`src/rtl/dma_channel_sequencer_if.sv`:
```
// ---------------------------------------------------------------------------
// dma_channel_sequencer_if
//   Groups the DMA sequencer's request, datapath-status, bus-handshake and
//   control/strobe signals.
//
//   Modports
//     master : the sequencer (drives hrq, aen, dack, strobes, datapath controls)
//     slave  : the environment (CPU/datapath side, drives requests and status)
//
//   Signals (sequencer view)
//     in : master_clr, cs_n, dreq[NUM_CH], request_reg[NUM_CH], mask_reg[NUM_CH],
//          rotating_priority, xfer_mode[2], is_read, tc, hlda
//          (eop_in_n only when EXT_EOP_EN is defined)
//     out: hrq, aen, dack[NUM_CH], active_ch[CH_W], ld_temp_addr,
//          ld_upper_address, ld_lower_address, addr_gen, memr_n, memw_n,
//          ior_n, iow_n, clr_sw_req[NUM_CH], eop_out
//
//   Optional feature macro: EXT_EOP_EN (adds the external end-of-process input).
// ---------------------------------------------------------------------------
interface dma_channel_sequencer_if #(
    parameter int NUM_CH = 4,
    parameter int CH_W   = 2
);
    logic              master_clr;
    logic              cs_n;
    logic [NUM_CH-1:0] dreq;
    logic [NUM_CH-1:0] request_reg;
    logic [NUM_CH-1:0] mask_reg;
    logic              rotating_priority;
    logic [1:0]        xfer_mode;
    logic              is_read;
    logic              tc;
    logic              hlda;
`ifdef EXT_EOP_EN
    logic              eop_in_n;
`endif

    logic              hrq;
    logic              aen;
    logic [NUM_CH-1:0] dack;
    logic [CH_W-1:0]   active_ch;
    logic              ld_temp_addr;
    logic              ld_upper_address;
    logic              ld_lower_address;
    logic              addr_gen;
    logic              memr_n;
    logic              memw_n;
    logic              ior_n;
    logic              iow_n;
    logic [NUM_CH-1:0] clr_sw_req;
    logic              eop_out;

    modport master (
`ifdef EXT_EOP_EN
        input  eop_in_n,
`endif
        input  master_clr, cs_n, dreq, request_reg, mask_reg, rotating_priority,
               xfer_mode, is_read, tc, hlda,
        output hrq, aen, dack, active_ch, ld_temp_addr, ld_upper_address,
               ld_lower_address, addr_gen, memr_n, memw_n, ior_n, iow_n,
               clr_sw_req, eop_out
    );

    modport slave (
`ifdef EXT_EOP_EN
        output eop_in_n,
`endif
        output master_clr, cs_n, dreq, request_reg, mask_reg, rotating_priority,
               xfer_mode, is_read, tc, hlda,
        input  hrq, aen, dack, active_ch, ld_temp_addr, ld_upper_address,
               ld_lower_address, addr_gen, memr_n, memw_n, ior_n, iow_n,
               clr_sw_req, eop_out
    );
endinterface

```
`src/rtl/dma_channel_sequencer.sv`:
```
// ---------------------------------------------------------------------------
// dma_channel_sequencer
//   Control FSM for the 4-channel DMA datapath. Arbitrates hardware (DREQ)
//   and software requests, runs the HRQ/HLDA hold handshake and steps
//   S1..S4 for every word transferred.
//
//   Ports
//     clk  : system clock
//     rst  : asynchronous active-high reset
//     bus  : dma_channel_sequencer_if.master (requests, datapath status,
//            hold handshake, datapath load controls, DACK and bus strobes)
//
//   Every output is a flop loaded from the next-state decode, so outputs
//   line up with the state they belong to and no input reaches a strobe
//   combinationally.
//
//   Optional feature macro: EXT_EOP_EN
//     defined   : bus.eop_in_n (active low, 2-flop synchronised) sampled low
//                 in S2..S4 terminates the service at S4 like tc.
//     undefined : only tc terminates a service.
// ---------------------------------------------------------------------------
module dma_channel_sequencer #(
    parameter int NUM_CH = 4,
    parameter int CH_W   = 2
) (
    input  logic                    clk,
    input  logic                    rst,
    dma_channel_sequencer_if.master bus
);

    localparam logic [2:0] ST_SI = 3'd0;
    localparam logic [2:0] ST_S0 = 3'd1;
    localparam logic [2:0] ST_S1 = 3'd2;
    localparam logic [2:0] ST_S2 = 3'd3;
    localparam logic [2:0] ST_S3 = 3'd4;
    localparam logic [2:0] ST_S4 = 3'd5;

    localparam logic [1:0] MODE_DEMAND = 2'b00;
    localparam logic [1:0] MODE_BLOCK  = 2'b10;

    // Returns {found, index}; search begins at 'start' and wraps around.
    function automatic logic [CH_W:0] pickWinner(input logic [NUM_CH-1:0] req,
                                                 input logic [CH_W-1:0]   start);
        logic [CH_W:0]   res;
        logic [CH_W-1:0] idx;
        res = '0;
        // Walk from the farthest candidate down so the nearest one wins last.
        for (int i = NUM_CH - 1; i >= 0; i--) begin
            idx = start + CH_W'(i);
            if (req[idx]) begin
                res = {1'b1, idx};
            end else begin
                res = res;
            end
        end
        return res;
    endfunction

    function automatic logic [NUM_CH-1:0] oneHot(input logic [CH_W-1:0] ch);
        logic [NUM_CH-1:0] r;
        r     = '0;
        r[ch] = 1'b1;
        return r;
    endfunction

    logic [2:0]        state;
    logic [2:0]        stateNext;
    logic [CH_W-1:0]   activeCh;
    logic [CH_W-1:0]   chNext;
    logic [CH_W-1:0]   prioPtr;
    logic [CH_W-1:0]   ptrNext;
    logic              firstWord;
    logic              firstNext;
    logic              swOnly;
    logic              swOnlyNext;
    logic              terminate;
    logic [NUM_CH-1:0] eff;
    logic [CH_W:0]     win;
    logic [CH_W-1:0]   winCh;
    logic [1:0]        modeEff;
    logic              extEop;
    logic              inXferNext;
    logic              inWriteNext;

`ifdef EXT_EOP_EN
    logic eopSync1;
    logic eopSync2;
    logic eopLatched;

    // Two-flop synchroniser for the asynchronous external EOP pin.
    always_ff @(posedge clk or posedge rst) begin
        if (rst) begin
            eopSync1 <= 1'b1;
            eopSync2 <= 1'b1;
        end else begin
            eopSync1 <= bus.eop_in_n;
            eopSync2 <= eopSync1;
        end
    end

    // Remembers an EOP seen in S2/S3 so it still terminates at S4.
    always_ff @(posedge clk or posedge rst) begin
        if (rst) begin
            eopLatched <= 1'b0;
        end else if (bus.master_clr) begin
            eopLatched <= 1'b0;
        end else if ((state == ST_S2) || (state == ST_S3) || (state == ST_S4)) begin
            eopLatched <= eopLatched | ~eopSync2;
        end else begin
            eopLatched <= 1'b0;
        end
    end

    assign extEop = eopLatched | ~eopSync2;
`else
    assign extEop = 1'b0;
`endif

    assign eff     = (bus.dreq & ~bus.mask_reg) | bus.request_reg;
    assign win     = pickWinner(eff, bus.rotating_priority ? prioPtr : {CH_W{1'b0}});
    assign winCh   = win[CH_W-1:0];
    // A service started purely by a software request always runs as block.
    assign modeEff = swOnly ? MODE_BLOCK : bus.xfer_mode;

    // Next-state, channel latch, priority pointer and termination decode.
    always_comb begin
        stateNext  = state;
        chNext     = activeCh;
        ptrNext    = prioPtr;
        firstNext  = firstWord;
        swOnlyNext = swOnly;
        terminate  = 1'b0;
        case (state)
            ST_SI: begin
                if (win[CH_W] && bus.cs_n) begin
                    stateNext  = ST_S0;
                    chNext     = winCh;
                    firstNext  = 1'b1;
                    swOnlyNext = ~(bus.dreq[winCh] & ~bus.mask_reg[winCh]);
                end else begin
                    stateNext  = ST_SI;
                end
            end
            ST_S0: begin
                if (bus.hlda) begin
                    stateNext = ST_S1;
                end else if (!eff[activeCh]) begin
                    stateNext = ST_SI;
                end else begin
                    stateNext = ST_S0;
                end
            end
            ST_S1: begin
                stateNext = ST_S2;
                firstNext = 1'b0;
            end
            ST_S2: stateNext = ST_S3;
            ST_S3: stateNext = ST_S4;
            ST_S4: begin
                if (bus.tc || extEop) begin
                    terminate = 1'b1;
                    stateNext = ST_SI;
                    ptrNext   = activeCh + CH_W'(1);
                end else if (!bus.hlda) begin
                    stateNext = ST_SI;
                end else begin
                    case (modeEff)
                        MODE_DEMAND: stateNext = bus.dreq[activeCh] ? ST_S1 : ST_SI;
                        MODE_BLOCK:  stateNext = ST_S1;
                        default:     stateNext = ST_SI;
                    endcase
                end
            end
            default: stateNext = ST_SI;
        endcase
    end

    assign inXferNext  = (stateNext == ST_S2) || (stateNext == ST_S3) || (stateNext == ST_S4);
    assign inWriteNext = (stateNext == ST_S3) || (stateNext == ST_S4);

    // State, pointer and bookkeeping registers.
    always_ff @(posedge clk or posedge rst) begin
        if (rst) begin
            state     <= ST_SI;
            activeCh  <= '0;
            prioPtr   <= '0;
            firstWord <= 1'b0;
            swOnly    <= 1'b0;
        end else if (bus.master_clr) begin
            state     <= ST_SI;
            activeCh  <= '0;
            prioPtr   <= '0;
            firstWord <= 1'b0;
            swOnly    <= 1'b0;
        end else begin
            state     <= stateNext;
            activeCh  <= chNext;
            prioPtr   <= ptrNext;
            firstWord <= firstNext;
            swOnly    <= swOnlyNext;
        end
    end

    // Registered outputs decoded from the state being entered.
    always_ff @(posedge clk or posedge rst) begin
        if (rst) begin
            bus.hrq              <= 1'b0;
            bus.aen              <= 1'b0;
            bus.dack             <= '0;
            bus.active_ch        <= '0;
            bus.ld_temp_addr     <= 1'b0;
            bus.ld_upper_address <= 1'b0;
            bus.ld_lower_address <= 1'b0;
            bus.addr_gen         <= 1'b0;
            bus.memr_n           <= 1'b1;
            bus.memw_n           <= 1'b1;
            bus.ior_n            <= 1'b1;
            bus.iow_n            <= 1'b1;
            bus.clr_sw_req       <= '0;
            bus.eop_out          <= 1'b0;
        end else if (bus.master_clr) begin
            bus.hrq              <= 1'b0;
            bus.aen              <= 1'b0;
            bus.dack             <= '0;
            bus.active_ch        <= '0;
            bus.ld_temp_addr     <= 1'b0;
            bus.ld_upper_address <= 1'b0;
            bus.ld_lower_address <= 1'b0;
            bus.addr_gen         <= 1'b0;
            bus.memr_n           <= 1'b1;
            bus.memw_n           <= 1'b1;
            bus.ior_n            <= 1'b1;
            bus.iow_n            <= 1'b1;
            bus.clr_sw_req       <= '0;
            bus.eop_out          <= 1'b0;
        end else begin
            bus.hrq              <= (stateNext != ST_SI);
            bus.aen              <= (stateNext == ST_S1) || inXferNext;
            bus.dack             <= inXferNext ? oneHot(chNext) : {NUM_CH{1'b0}};
            bus.active_ch        <= chNext;
            bus.ld_temp_addr     <= (stateNext == ST_S1) && firstNext;
            bus.ld_upper_address <= (stateNext == ST_S1);
            bus.ld_lower_address <= (stateNext == ST_S2);
            bus.addr_gen         <= (stateNext == ST_S4);
            bus.memr_n           <= ~(inXferNext & bus.is_read);
            bus.ior_n            <= ~(inXferNext & ~bus.is_read);
            bus.iow_n            <= ~(inWriteNext & bus.is_read);
            bus.memw_n           <= ~(inWriteNext & ~bus.is_read);
            bus.clr_sw_req       <= terminate ? oneHot(activeCh) : {NUM_CH{1'b0}};
            bus.eop_out          <= terminate;
        end
    end

endmodule

```
`src/flat_wrapper.sv`:
```
// flat-port wrapper written by rule: the top's interface ports become plain ports
module dma_channel_sequencer_flat 
#(
    parameter int NUM_CH = 4,
    parameter int CH_W   = 2
)
  (clk, rst, bus_master_clr, bus_cs_n, bus_dreq, bus_request_reg, bus_mask_reg, bus_rotating_priority, bus_xfer_mode, bus_is_read, bus_tc, bus_hlda, bus_hrq, bus_aen, bus_dack, bus_active_ch, bus_ld_temp_addr, bus_ld_upper_address, bus_ld_lower_address, bus_addr_gen, bus_memr_n, bus_memw_n, bus_ior_n, bus_iow_n, bus_clr_sw_req, bus_eop_out);
  dma_channel_sequencer_if #(.NUM_CH(NUM_CH), .CH_W(CH_W)) bus_i ();
  input  logic clk;
  input  logic rst;
  input wire logic [$bits(bus_i.master_clr)-1:0] bus_master_clr;
  input wire logic [$bits(bus_i.cs_n)-1:0] bus_cs_n;
  input wire logic [$bits(bus_i.dreq)-1:0] bus_dreq;
  input wire logic [$bits(bus_i.request_reg)-1:0] bus_request_reg;
  input wire logic [$bits(bus_i.mask_reg)-1:0] bus_mask_reg;
  input wire logic [$bits(bus_i.rotating_priority)-1:0] bus_rotating_priority;
  input wire logic [$bits(bus_i.xfer_mode)-1:0] bus_xfer_mode;
  input wire logic [$bits(bus_i.is_read)-1:0] bus_is_read;
  input wire logic [$bits(bus_i.tc)-1:0] bus_tc;
  input wire logic [$bits(bus_i.hlda)-1:0] bus_hlda;
  output wire logic [$bits(bus_i.hrq)-1:0] bus_hrq;
  output wire logic [$bits(bus_i.aen)-1:0] bus_aen;
  output wire logic [$bits(bus_i.dack)-1:0] bus_dack;
  output wire logic [$bits(bus_i.active_ch)-1:0] bus_active_ch;
  output wire logic [$bits(bus_i.ld_temp_addr)-1:0] bus_ld_temp_addr;
  output wire logic [$bits(bus_i.ld_upper_address)-1:0] bus_ld_upper_address;
  output wire logic [$bits(bus_i.ld_lower_address)-1:0] bus_ld_lower_address;
  output wire logic [$bits(bus_i.addr_gen)-1:0] bus_addr_gen;
  output wire logic [$bits(bus_i.memr_n)-1:0] bus_memr_n;
  output wire logic [$bits(bus_i.memw_n)-1:0] bus_memw_n;
  output wire logic [$bits(bus_i.ior_n)-1:0] bus_ior_n;
  output wire logic [$bits(bus_i.iow_n)-1:0] bus_iow_n;
  output wire logic [$bits(bus_i.clr_sw_req)-1:0] bus_clr_sw_req;
  output wire logic [$bits(bus_i.eop_out)-1:0] bus_eop_out;
  assign bus_i.master_clr = bus_master_clr;
  assign bus_i.cs_n = bus_cs_n;
  assign bus_i.dreq = bus_dreq;
  assign bus_i.request_reg = bus_request_reg;
  assign bus_i.mask_reg = bus_mask_reg;
  assign bus_i.rotating_priority = bus_rotating_priority;
  assign bus_i.xfer_mode = bus_xfer_mode;
  assign bus_i.is_read = bus_is_read;
  assign bus_i.tc = bus_tc;
  assign bus_i.hlda = bus_hlda;
  assign bus_hrq = bus_i.hrq;
  assign bus_aen = bus_i.aen;
  assign bus_dack = bus_i.dack;
  assign bus_active_ch = bus_i.active_ch;
  assign bus_ld_temp_addr = bus_i.ld_temp_addr;
  assign bus_ld_upper_address = bus_i.ld_upper_address;
  assign bus_ld_lower_address = bus_i.ld_lower_address;
  assign bus_addr_gen = bus_i.addr_gen;
  assign bus_memr_n = bus_i.memr_n;
  assign bus_memw_n = bus_i.memw_n;
  assign bus_ior_n = bus_i.ior_n;
  assign bus_iow_n = bus_i.iow_n;
  assign bus_clr_sw_req = bus_i.clr_sw_req;
  assign bus_eop_out = bus_i.eop_out;
  dma_channel_sequencer #(.NUM_CH(NUM_CH), .CH_W(CH_W)) u_core (.clk(clk), .rst(rst), .bus(bus_i));
endmodule
```
`config.mk`:
```
export PLATFORM = sky130hd
export DESIGN_NAME = dma_channel_sequencer_flat
export DESIGN_NICKNAME = d
export VERILOG_FILES = /design/src/rtl/dma_channel_sequencer_if.sv /design/src/rtl/dma_channel_sequencer.sv /design/src/flat_wrapper.sv
export SDC_FILE = /design/constraint.sdc
export NUM_CORES = 1
export LEC_CHECK = 0
export BUFFER_PORTS_ARGS = -buffer_cell sky130_fd_sc_hd__buf_4
export CORE_MARGIN = 4
export CORE_UTILIZATION = 35
export CTS_BUF_LIST = sky130_fd_sc_hd__clkbuf_4 sky130_fd_sc_hd__clkbuf_8
export CTS_CLUSTER_DIAMETER = 50
export DETAILED_ROUTE_END_ITERATION = 8
export PLACE_DENSITY = 0.58
export SYNTH_ARGS = -nofsm -noshare
export SYNTH_HDL_FRONTEND = slang
export SYNTH_SLANG_ARGS = --single-unit
```
`constraint.sdc`:
```
create_clock -name clk -period 2.9 [get_ports clk]
set_clock_uncertainty 0.05 [all_clocks]
set_input_delay 0.145 -clock clk [delete_from_list [all_inputs] [get_ports clk]]
set_output_delay 0.145 -clock clk [all_outputs]
set_load 0.03 [all_outputs]
```
### Word-level counts from Yosys, hierarchy flattened

Index checks and enable logic that the tools add are counted.

* logic and storage cells: 137
* bits in registers: 28
* input port bits: 22

* multiplexer cells: 64
* magnitude comparators: 9
* $add $sub $neg: 4
* eq/ne operators: 10
* bitwise logic cells: 15
* reductions and logical operators: 17

Operators with widths (count)
* 1-bit two-way mux: 30
* 3-bit two-way mux: 8
* 2-bit by 3-bit less-than comparator with 1-bit output (second input constant): 7
* 2-bit two-way mux: 9
* 3-bit one-hot mux with 6 select lines: 1
* 1-bit binary-select mux with 2-bit select: 8
* 4-bit two-way mux: 4
* 3-bit by 2-bit equality test with 1-bit output (second input constant): 4
* 3-bit equality test (second input constant): 4
* 2-bit nonzero test: 4
* 1-bit NOT: 7
* 3-bit one-hot mux with 2 select lines: 1
* 1-bit AND: 5
* 2-bit by 1-bit adder with 2-bit output (second input constant): 2
* 2-bit adder (second input constant): 2
* 4-bit AND: 1
* 1-bit demux with 2-bit select: 2
* 2-bit by 1-bit >= comparator with 1-bit output (second input constant): 2
* 1-bit logical AND: 4
* 1-bit logical OR: 4
* 4-bit NOT: 1
* 4-bit bitwise OR: 1
* 2-bit AND reduction: 2
* 3-bit by 1-bit equality test with 1-bit output (second input constant): 1
* 5 further kinds: 5

### Longest topological paths before layout

* word-level depth: 18
* gate-level depth with buffers: 9

### Worst setup path before layout

Ideal clock, no wire load.

* kind: register to register
* start: register u_core.activeCh[0]
* end: register u_core.bus.memr_n
* buffers on the path: 0
* stages on the path, launching flop included: 8
* clock period less this slack: 1.990 ns
* required time: 2.771 ns
* arrival: 1.861 ns
* slack: 0.910 ns
* path through: dfrtp_1 -> mux4_2 -> o21bai_1 -> a311o_1 -> inv_1 -> o21ai_2 -> inv_1 -> o21ai_0

* word-level cells in the longest chain between the ends: 13
* elaborated cells on any way between the ends: 19
* classes of those cells: 3 x eq/ne; 12 x mux; 2 x bitwise; 2 x reduce/logical

RTL lines
* start, declared: RTL line dma_channel_sequencer.sv:68 `logic [CH_W-1:0] activeCh;`
* start signal, assigned: RTL line dma_channel_sequencer.sv:197 `activeCh <= chNext;`
* 1-bit binary-select mux with 2-bit select: RTL line dma_channel_sequencer.sv:168 `MODE_DEMAND: stateNext = bus.dreq[activeCh] ? ST_S1 : ST_SI;`
* 1-bit two-way mux (not written as such): RTL line dma_channel_sequencer.sv:168
* 2-bit two-way mux: RTL line dma_channel_sequencer.sv:168
* 3-bit one-hot mux with 2 select lines: RTL line dma_channel_sequencer.sv:167 `case (modeEff)`
* 3-bit two-way mux: RTL line dma_channel_sequencer.sv:164 `end else if (!bus.hlda) begin`
* 3-bit two-way mux: RTL line dma_channel_sequencer.sv:160 `if (bus.tc || extEop) begin`
* 3-bit one-hot mux with 6 select lines (*): RTL line dma_channel_sequencer.sv:133 `case (state)`
* 3-bit by 2-bit equality test with 1-bit output or 3-bit equality test (tied branches): RTL line dma_channel_sequencer.sv:178 `assign inXferNext = (stateNext == ST_S2) || (stateNext == ST_S3) || (stateNext == ST_S4);`
* 1-bit logical OR: RTL line dma_channel_sequencer.sv:178
* 1-bit logical OR (*): RTL line dma_channel_sequencer.sv:178
* 1-bit AND (*): RTL line dma_channel_sequencer.sv:245 `bus.memr_n <= ~(inXferNext & bus.is_read);`
* 1-bit NOT (*): RTL line dma_channel_sequencer.sv:245
* 1-bit two-way mux (*): RTL line dma_channel_sequencer.sv:221 `end else if (bus.master_clr) begin`
* end signal, assigned: RTL line dma_channel_sequencer.sv:245
* end, declared: RTL line dma_channel_sequencer_if.sv:60 `ld_lower_address, addr_gen, memr_n, memw_n, ior_n, iow_n,`

Mark *: on every way between the ends. The rest lies on a longest branch, timed or not. The select of a mux whose other input is x is not followed.
A chain may end at the register's enable or synchronous reset.

### Worst setup path in the final report

Same ends and word-level chain as after synthesis.

==> impl_metrics.tcl <==
set metrics [dict create \
    grt_overflow_total 0 \
    routabilityCongestion 0.858 \
    port_buffers 42 \
    critPathCaptureType "flop" \
    synth-main-ff-cell "dfrtp_1" \
    criticalPathCategory "flop to flop" \
    die_area_sq_um 5490 \
    dp_cells 237 \
    final_antenna_net_count 0 \
    leakage_nw 0.913 \
    antenna_cells 0 \
    htreeDepth 1 \
    via_per_inst 5.26 \
    drive_gt1_share_pct 32.3 \
    first_iter_violations 56 \
    cap_violations 0 \
    post_drt_wl_per_cell_microns 15.1 \
    syn_nets 177 \
    start_kind "flop" \
    drcViolationCount 0 \
    grt_max_degree 29 \
    top_layer "met4" \
    fin_nets 219 \
    cts_buffers 3 \
    ys_types 47 \
    clockBufferDepth 2 \
    post-route-period-util_pct 75.3 \
    hold_class "input port to async pin" \
    start_util_pct 37.2 \
    dr_total_vias 1272 \
    syn-cell-area_sq_um 1530 \
    clk_pin_slew_ps 90 \
    crit_path_frequent_cell "inv_1" \
    post_cts_resize_count 0 \
    setup_viol 0 \
    cts_tree "built" \
    dp_hpwl_microns 2780 \
    max_freq_ghz 0.458 \
    cp_slowest_cell "dfrtp_1" \
    ys_ff_latch 28 \
    utilization_pct 47.3 \
    clk_latency_ps 280 \
    async_reset_ff_share_pct 100 \
    relSlewSlack_pct 30.8 \
    p_per_area_nw_per_um2 441 \
    ys_warn_count 0 \
    rows 23 \
    met2_wirelength_microns 1780 \
    arrival_ps 2330 \
    dr_wl_met3_microns 210 \
    fin_cells 242 \
    status "completed" \
    track_usage_pct 14.1 \
    min_period_ps 2180 \
    grt_pass1_wl_microns 5890 \
    ir_worst_vdd_uv 154 \
    wirelength_microns 3650 \
    cp_max_fo 8 \
    grt_pass1_vias 1222 \
    dieHeight_microns 74.1 \
    worst_ep_required_time_ps 3050 \
    path_buf_inv 2 \
    synth_edf_count 0 \
    worstPathCellList "mux4_2 > o21bai_1 > a311o_1 > inv_1 > o21ai_2 > inv_1 > o21ai_0" \
    slowest_delay_ps 570 \
    area_growth_pct 27.3 \
    synth_area_per_cell_sq_um 10.1 \
    tightest_slew_ps 1040 \
    postSynthCellCount 151 \
    io_pins 43 \
    timing.hold.ws_ps 69.3 \
    antenna_found_initial 0 \
    finalHoldViolCount 0 \
    drt_pre_antenna_iters 4 \
    power_w 0.000858 \
    yosysSeqAreaShare_pct 46.2 \
    clkSinkCount 28 \
    die-width_microns 74.1 \
    slew_viol_final 0 \
    crit_family "compound AO/OA/AOI/OAI gates" \
    wl_met1_microns 1610 \
    setup-tns-final_ps 0 \
    core-area_sq_um 4120 \
    clockRootBuffer "clkbuf_8" \
    rsz0062_at_grt "no" \
]
cell usage in the layout (no fill, tap or decap), types with 3 or more instances in the layout:
| cell | synthesis | final |
|---|---|---|
| buf_4 | 0 | 42 |
| dfrtp_1 | 24 | 24 |
| nor2_1 | 18 | 18 |
| inv_1 | 9 | 9 |
| nand2_1 | 8 | 8 |
| a21oi_1 | 8 | 8 |
| o21ai_0 | 6 | 6 |
| a211oi_1 | 5 | 5 |
| and2_1 | 4 | 4 |
| o211ai_1 | 4 | 4 |
| ha_1 | 4 | 4 |
| clkbuf_8 | 0 | 4 |
| dfstp_2 | 4 | 4 |
| or2_2 | 3 | 3 |
| nand2b_1 | 3 | 3 |
| a21o_1 | 3 | 3 |
| o21bai_1 | 3 | 3 |
worst reg2reg max path, delay by kind of cell, from the launching register on:
family / cells / cell delay, ps
multiplexers: 1 / 560
AO/OA/AOI/OAI: 4 / 760
buffers and inverters: 2 / 170
flip-flops: 1 / 570
final timing paths:
check / startpoint / to / slack (ps) / depth (start not counted)
setup / recovery: u_core.activeCh[0] / u_core.bus.memr_n / 720 / 7
hold / removal: rst / u_core.swOnly / 70 / 2
setup reg to reg: u_core.activeCh[0] / u_core.bus.memr_n / 720 / 7
hold reg to reg: u_core.firstWord / u_core.bus.ld_temp_addr / 460 / 1
max in group asynchronous: rst / u_core.activeCh[0] / 2110 / 2
min in group clk: bus_master_clr / u_core.state[0] / 80 / 2
cell type report:
cell class	count	area [sq um]
well taps	50	62.6
repair buffers	43	325
multi-input cells	108	763
clock buffers	4	55.1
inverters	9	33.8
flip-flops and latches	28	706
fillers	396	2170
synth_stat cells (2+ instances only):
cell	count	area share (%)
dfrtp_1	24	39
nor2_1	18	4.4
inv_1	9	2.2
a21oi_1	8	2.6
nand2_1	8	2.0
o21ai_0	6	2.0
a211oi_1	5	2.5
and2_1	4	1.6
dfstp_2	4	6.9
ha_1	4	3.3
o211ai_1	4	2.0
a21o_1	3	1.5
buf_2	3	0.98
clkbuf_1	3	0.74
nand2b_1	3	1.2
o21bai_1	3	1.5
or2_2	3	1.2
a311o_1	2	1.3
mux4_2	2	2.9
nand3b_1	2	0.98
nor2b_1	2	0.82
nor2b_4	2	1.8
nor3_1	2	0.65
o21a_1	2	0.98
o31a_1	2	1.1
o31ai_1	2	0.98
power breakdown:
part           switching [W]  leakage, nW  internal, W
logic               0.000110        0.513    0.0000815
registers          0.0000153        0.371     0.000411
clock network       0.000118       0.0288     0.000122
total               0.000243        0.913     0.000614
routing by layer:
layer,vias to the layer above,global-route usage (%)
met5,-,0
met4,0,4.83
met3,4,1.76
met2,40,24.1
met1,607,18.4
li1,621,-
cell families after synthesis:
family          share of synthesized area, %
compound gates                          22.8
xor+xnor                               0.573
fa+ha+maj                               3.27
buf+inv                                 3.93
flops                                   46.2
mux                                     3.60
simple gates                            19.6
flip-flops by register name, summed over array words and instances, names as in the netlist, 2 cells and up:
signal	count
u_core.bus.clr_sw_req	4
u_core.bus.dack	4
u_core.state	3
u_core.activeCh	2
u_core.prioPtr	2
metrics by stage:
stage	setup WS, ps	instance area [sq um]
2_1_floorplan	910	1530
3_3_place_gp	768	1880
3_5_place_dp	713	1880
4_1_cts	678	1950
5_1_grt	522	1950
6_report	717	1950
repair_timing:
action                                 CTS  global route
hold buffers                             1             0
endpoints found under the hold margin    2             0
setup buffers                            0             0
Note: power is estimated with default switching activity, not from simulation.
